===== config.mk =====
export PLATFORM = sky130hd
export DESIGN_NAME = inv_transform_seq
export DESIGN_NICKNAME = d
export VERILOG_FILES = /design/src/rtl/linalg_pkg.sv /design/src/rtl/fxp_mac_step.sv /design/src/rtl/inv_transform_seq.sv
export SDC_FILE = /design/constraint.sdc
export NUM_CORES = 2
export LEC_CHECK = 0
export BUFFER_PORTS_ARGS = -buffer_cell sky130_fd_sc_hd__buf_2
export CAP_MARGIN = 20
export CORE_MARGIN = 5
export CORE_UTILIZATION = 45
export CTS_BUF_LIST = sky130_fd_sc_hd__clkbuf_16
export DETAILED_ROUTE_END_ITERATION = 8
export PLACE_DENSITY = 0.72
export REMOVE_ABC_BUFFERS = 1
export SLEW_MARGIN = 20
export SYNTH_ARGS = -nofsm -noshare
export SYNTH_HDL_FRONTEND = slang
export SYNTH_SLANG_ARGS = --single-unit

===== constraint.sdc =====
create_clock -name clk -period 27.2 [get_ports clk]
set_clock_uncertainty 0.15 [all_clocks]
set_input_delay 1.36 -clock clk [delete_from_list [all_inputs] [get_ports clk]]
set_output_delay 1.36 -clock clk [all_outputs]
set_load 0.03 [all_outputs]

===== src/rtl/linalg_pkg.sv =====
// Fixed-point linear-algebra types shared by the transform datapaths.
//   fxp_t       : signed QWI.WF scalar
//   vec4_t      : packed 4-element vector, element 3 is the homogeneous term
//   mat4_t      : packed 4x4 matrix, indexed [column][row]
//   inv_state_e : sequencing states for the inverse transform
package linalg_pkg;

    localparam int unsigned WI = 9;
    localparam int unsigned WF = 16;
    localparam int unsigned W  = WI + WF;

    typedef logic signed [W-1:0] fxp_t;
    typedef fxp_t [3:0]          vec4_t;
    typedef vec4_t [3:0]         mat4_t;

    localparam fxp_t FXP_ONE = W'(32'd1 << WF);

    typedef enum logic [1:0] {
        IDLE = 2'd0,
        SUB  = 2'd1,
        MAC  = 2'd2,
        DONE = 2'd3
    } inv_state_e;

    // True when a wider two's-complement value, given as its top bits from
    // the target sign bit upward, would not fit in W signed bits.
    function automatic logic top_bits_ovf(input logic [3:0] top, input int unsigned n);
        logic any_diff;
        any_diff = 1'b0;
        for (int i = 1; i < 4; i++) begin
            if (i < int'(n) && top[i] != top[0]) begin
                any_diff = 1'b1;
            end
        end
        return any_diff;
    endfunction

endpackage


===== src/rtl/fxp_mac_step.sv =====
// One multiply-accumulate step in QWI.WF.
//   a, b       : fixed-point operands
//   en, clr    : accumulator load enable; clr starts a new sum from zero
//   prod_ovf_c : shifted product did not fit in W signed bits
//   sum_c      : accumulator input (acc or 0) plus wrapped product
//   sum_ovf_c  : sum_c does not fit in W signed bits
//   acc        : registered accumulator (W+2 bits)
module fxp_mac_step
    import linalg_pkg::*;
(
    input  logic           clk,
    input  logic           resetn,
    input  logic           en,
    input  logic           clr,
    input  fxp_t           a,
    input  fxp_t           b,
    output logic           prod_ovf_c,
    output logic [W+1:0]   sum_c,
    output logic           sum_ovf_c,
    output logic [W+1:0]   acc
);

    localparam int unsigned PW = 2 * W;
    localparam int unsigned AW = W + 2;

    logic signed [PW-1:0] prod_full;
    logic signed [PW-1:0] prod_shr;
    logic signed [W-1:0]  prod_w;
    logic signed [AW-1:0] acc_base;

    // Full-precision product, truncated to WF fraction bits, wrapped to W.
    always_comb begin
        prod_full  = PW'($signed(a)) * PW'($signed(b));
        prod_shr   = prod_full >>> WF;
        prod_w     = prod_shr[W-1:0];
        prod_ovf_c = (prod_shr[PW-1:W-1] != {(PW-W+1){prod_shr[W-1]}});
        acc_base   = clr ? '0 : $signed(acc);
        sum_c      = acc_base + AW'(prod_w);
        sum_ovf_c  = top_bits_ovf({1'b0, sum_c[AW-1:W-1]}, 3);
    end

    always_ff @(posedge clk) begin
        if (!resetn) begin
            acc <= '0;
        end else if (en) begin
            acc <= sum_c;
        end
    end

endmodule


===== src/rtl/inv_transform_seq.sv =====
// Sequential inverse homogeneous transform p = R^T (p' - t) on one shared MAC.
//   H, p_in, in_valid, in_ready    : input transaction (H[c][r], t = H[3][0..2])
//   p_out, out_valid, out_ready    : result, p_out[3] = 1.0
//   overflow                       : sticky overflow of the current transaction
module inv_transform_seq
    import linalg_pkg::*;
(
    input  logic   clk,
    input  logic   resetn,
    input  mat4_t  H,
    input  vec4_t  p_in,
    input  logic   in_valid,
    output logic   in_ready,
    output vec4_t  p_out,
    output logic   out_valid,
    input  logic   out_ready,
    output logic   overflow
);

    inv_state_e        state;
    fxp_t [2:0][2:0]   r_m;
    fxp_t [2:0]        t_v;
    fxp_t [2:0]        d_v;
    logic [1:0]        c_idx;
    logic [1:0]        r_idx;

    logic [W:0]        diff_c [3];
    logic              sub_ovf_c;

    logic              mac_en_c;
    logic              mac_clr_c;
    fxp_t              mac_a_c;
    fxp_t              mac_b_c;
    logic              prod_ovf_c;
    logic [W+1:0]      sum_c;
    logic              sum_ovf_c;
    logic [W+1:0]      mac_acc_unused;
    logic              unused_bits;

    assign unused_bits = ^{H[0][3], H[1][3], H[2][3], H[3][3], p_in[3]};

    // p' - t at one extra bit; d_v holds p' until the SUB cycle.
    always_comb begin
        sub_ovf_c = 1'b0;
        for (int i = 0; i < 3; i++) begin
            diff_c[i] = (W+1)'($signed(d_v[i])) - (W+1)'($signed(t_v[i]));
            if (diff_c[i][W] != diff_c[i][W-1]) begin
                sub_ovf_c = 1'b1;
            end
        end
    end

    // Operand selection for MAC step (c_idx, r_idx).
    always_comb begin
        mac_en_c  = (state == MAC);
        mac_clr_c = (r_idx == 2'd0);
        mac_a_c   = r_m[c_idx][r_idx];
        mac_b_c   = d_v[r_idx];
    end

    fxp_mac_step u_mac (
        .clk        (clk),
        .resetn     (resetn),
        .en         (mac_en_c),
        .clr        (mac_clr_c),
        .a          (mac_a_c),
        .b          (mac_b_c),
        .prod_ovf_c (prod_ovf_c),
        .sum_c      (sum_c),
        .sum_ovf_c  (sum_ovf_c),
        .acc        (mac_acc_unused)
    );

    // Sequencer, counters and output registers.
    always_ff @(posedge clk) begin
        if (!resetn) begin
            state     <= IDLE;
            in_ready  <= 1'b1;
            out_valid <= 1'b0;
            p_out     <= '0;
            overflow  <= 1'b0;
            r_m       <= '0;
            t_v       <= '0;
            d_v       <= '0;
            c_idx     <= 2'd0;
            r_idx     <= 2'd0;
        end else begin
            case (state)
                IDLE: begin
                    if (in_valid && in_ready) begin
                        for (int c = 0; c < 3; c++) begin
                            for (int r = 0; r < 3; r++) begin
                                r_m[c][r] <= H[c][r];
                            end
                            t_v[c] <= H[3][c];
                            d_v[c] <= p_in[c];
                        end
                        overflow <= 1'b0;
                        in_ready <= 1'b0;
                        c_idx    <= 2'd0;
                        r_idx    <= 2'd0;
                        state    <= SUB;
                    end
                end
                SUB: begin
                    for (int i = 0; i < 3; i++) begin
                        d_v[i] <= diff_c[i][W-1:0];
                    end
                    if (sub_ovf_c) begin
                        overflow <= 1'b1;
                    end
                    state <= MAC;
                end
                MAC: begin
                    if (prod_ovf_c || (r_idx == 2'd2 && sum_ovf_c)) begin
                        overflow <= 1'b1;
                    end
                    if (r_idx == 2'd2) begin
                        p_out[c_idx] <= sum_c[W-1:0];
                        r_idx        <= 2'd0;
                        if (c_idx == 2'd2) begin
                            p_out[3]  <= FXP_ONE;
                            out_valid <= 1'b1;
                            state     <= DONE;
                        end else begin
                            c_idx <= c_idx + 2'd1;
                        end
                    end else begin
                        r_idx <= r_idx + 2'd1;
                    end
                end
                DONE: begin
                    if (out_ready) begin
                        out_valid <= 1'b0;
                        in_ready  <= 1'b1;
                        state     <= IDLE;
                    end
                end
                default: state <= IDLE;
            endcase
        end
    end

endmodule


==> flow_summary.yaml <==
run_status:
  outcome: "complete, no violations"
cells_and_area:
  area_delta_synth_final_pct: 11.6
  final_layout_size_suffix_gt1_frac: 0.120
  final_common_cell: "sky130_fd_sc_hd__nand2_1"
  post-route-cell-area_um2: 54900
  mostFrequentLayoutCells: "1228 x sky130_fd_sc_hd__nand2_1, 736 x sky130_fd_sc_hd__inv_1, 661 x sky130_fd_sc_hd__fa_1"
  finish.cell_count_without_fillers: 7575
  fin_nets: 7518
sta:
  report.final.setup_viol: 0
  achievable-frequency_ghz: 0.0777
  min_period_ns: 12.87
  finalHoldViolCount: 0
  grt_setup_unrepaired: "false"
  timing_max_transition_violations_final: 0
  setup-tns-final_ns: 0
  post-route-period-util: 0.473
  final_critical_path_setup_slack_ns: 14.33
  slew_headroom: 0.220
  tightestPinTransition_ns: 1.17
grt:
  antenna_found_initial: 10
  grt.overflow.total: 0
  global_route.usage.total: 0.258
  grt_pass1_wl_um: 237000
  first_global_vias: 42600
  grt_start_max_net_pins: 152
synthesis:
  synth_flop_cell: "sky130_fd_sc_hd__dfxtp_1"
  synth_sequential_area_ratio: 0.208
  synth.avg_cell_area_um2: 8.46
  yosys.area.top_type: "sky130_fd_sc_hd__fa_1"
  netlist.area_leader.share: 0.269
  ys_seq_elements: 511
  post_synth_instance_area_um2: 49100
  synth_async_sr_flop_share: 0
  synth.distinct_cells: 80
  netlist_top_cells_area: "sky130_fd_sc_hd__fa_1 27%, sky130_fd_sc_hd__dfxtp_1 21%, sky130_fd_sc_hd__nand2_1 9.4%"
  ys_warn_count: 0
  number_of_enable_flip_flop_cells_after_synthesis: 0
  synth_cells: 5812
setup_path:
  max_stage_delay_ns: 0.71
  worst_ep_arrival_time_ns: 13.32
  timing.critical_path.to_type: "register"
  cp_common_cell: "sky130_fd_sc_hd__fa_1"
  critPathRequiredTime_ns: 27.65
  cp_slowest_cell: "sky130_fd_sc_hd__buf_4"
  critPathKind: "reg2reg"
  type_of_element_launching_the_critical_path: "register"
  worst-path-max-fanout: 43
worst_hold_path:
  worst_hold_path_type: "reg2reg"
routing:
  drt.antenna.violating_nets: 0
  drc: 0
  drt_pre_antenna_iters: 6
  drt-vias-per-instance: 5.47
  wire_per_inst_um: 20.1
  detail_route.iter0.violations: 3154
  finalWirelength_um: 152000
  via_count: 41400
clocking:
  cts_setup_buffers: 0
  clkLatencyLatePin_ns: 0.67
  htreeDepth: 2
  cts_repair_resize_count: 0
  buffers_from_clock_root_to_sink_at_most: 3
  clock_tree.root_cell: "sky130_fd_sc_hd__clkbuf_16"
  cts.sink_count: 511
  postCtsHoldBufs: 0
  cts_made_buffers: 59
  clk_transition_reported_paths_ns: 0.06
  cts_tree: "done"
floorplan:
  die_w_um: 340
  die_area_um2: 116000
  core.rowCount: 121
  num_io_pins: 607
  die_height_um: 340
  floorplan.initialDensity: 0.452
  core_um2: 109000
placed_design:
  buffer_ports.inserted: 481
  placed_instance_area_um2: 52900
  pre_cts_slack_ns: 14.58
  dp_cells: 7457
  place_congestion: 0.983
  hpwl_um: 115000
power:
  combPwrFrac: 0.742
  vdd_ir_drop_max_v: 0.000114
  pwr-share-seq: 0.142
  p_per_area_nw_per_um2: 126
  p_int_uw: 3210
  sw_frac_of_total: 0.537
  clock_power_share: 0.116
  switching_power_uw: 3720
  cellLeakagePower_uw: 0.0248
run:
  timing.max_cap.violations: 0
-- area by class of cell --
cell class | instances | area (um2)
Clock buffer | 59 | 1480
Inverter | 734 | 2760
Sequential cell | 511 | 10200
Multi-Input combinational cell | 4241 | 35100
Timing Repair Buffer | 559 | 3040
Clock inverter | 49 | 453
Antenna cell | 8 | 20.0
Tap cell | 1414 | 1770
Fill cell | 10200 | 53800
-- synth_stat cells, drive strengths merged, types with 11 or more instances --
cell type / n
o21bai: 20
o21a: 27
buf: 29
o211a: 58
nor2: 426
o21ai: 151
clkbuf: 297
dfxtp: 511
xor2: 35
a21o: 75
mux2: 24
o211ai: 19
nor2b: 77
a211oi: 11
inv: 733
a211o: 24
mux4: 22
a31oi: 13
xnor2: 97
fa: 661
a21boi: 367
a22oi: 22
nand4: 20
nand2b: 50
a21oi: 190
mux2i: 106
and2: 58
and3: 38
or3: 11
ha: 247
nand2: 1228
nand3: 54
nor3: 27
-- cells by family (layout without fill, tap and decap cells) --
family / after synthesis / count (layout) / synth area share
muxes: 152 / 152 / 0.0372
DFF: 511 / 511 / 0.208
AOI/OAI and AO/OA: 1030 / 1030 / 0.146
buffers and inverters: 1060 / 1401 / 0.0813
and+or+nand+nor: 2019 / 2019 / 0.172
other: 0 / 8 / 0
xor gates and xnor gates: 132 / 132 / 0.0237
adders and majority gates: 908 / 908 / 0.332
-- routing by layer --
metal / track usage / wire (um) / part of all wire
met5: 0 / 7 / 0.000046
met1: 0.316 / 58800 / 0.39
met4: 0.116 / 8300 / 0.054
met2: 0.437 / 73100 / 0.48
met3: 0.0584 / 12200 / 0.080
-- metrics by stage --
stage | total power (uW) | utilization | hold WS [ns]
finish | 6940 | 0.505 | 0.311
global route | 7500 | 0.505 | 0.329
CTS | 6880 | 0.504 | 0.314
detailed placement | 6050 | 0.486 | 0.305
global placement | 5930 | 0.486 | 0.298
floorplan | 4590 | - | 0.289
-- worst paths after layout --
kind                          from                    end  slack [ns]  depth (start not counted)
max          r_idx[0]$_SDFFE_PN0P_  overflow$_SDFFE_PN0P_       14.33                         37
min          r_m[174]$_SDFFE_PN0P_  r_m[174]$_SDFFE_PN0P_        0.31                          2
max reg2reg  r_idx[0]$_SDFFE_PN0P_  overflow$_SDFFE_PN0P_       14.33                         37
min reg2reg  r_m[174]$_SDFFE_PN0P_  r_m[174]$_SDFFE_PN0P_        0.31                          2
-- sequential cells by signal (all words and copies together) (netlist names) --
name	cells
d_v	75
t_v	75
in_ready	1
p_out	100
state	2
u_mac.acc	27
out_valid	1
overflow	1
c_idx	2
r_m	225
r_idx	2
-- power by group through the flow --
stage	registers, uW	logic (uW)	clock network (uW)
global route	1000	5650	848
finish	986	5150	803
CTS	984	5080	820
detailed placement	999	5050	0
floorplan	981	3610	0
global placement	992	4940	0
-- critical path, delay by kind of cell, from the launching register on --
family                   cells  cell delay (ns)
multiplexers                 2             0.64
XOR/XNOR                     2             0.28
AND/OR/NAND/NOR              6             1.68
adder cells (fa/ha/maj)      9             4.29
AO/OA/AOI/OAI               14             3.81
buffers and inverters        4             1.49
flip-flops                   1             0.33
No activity file was read; power rests on OpenSTA's default activity.
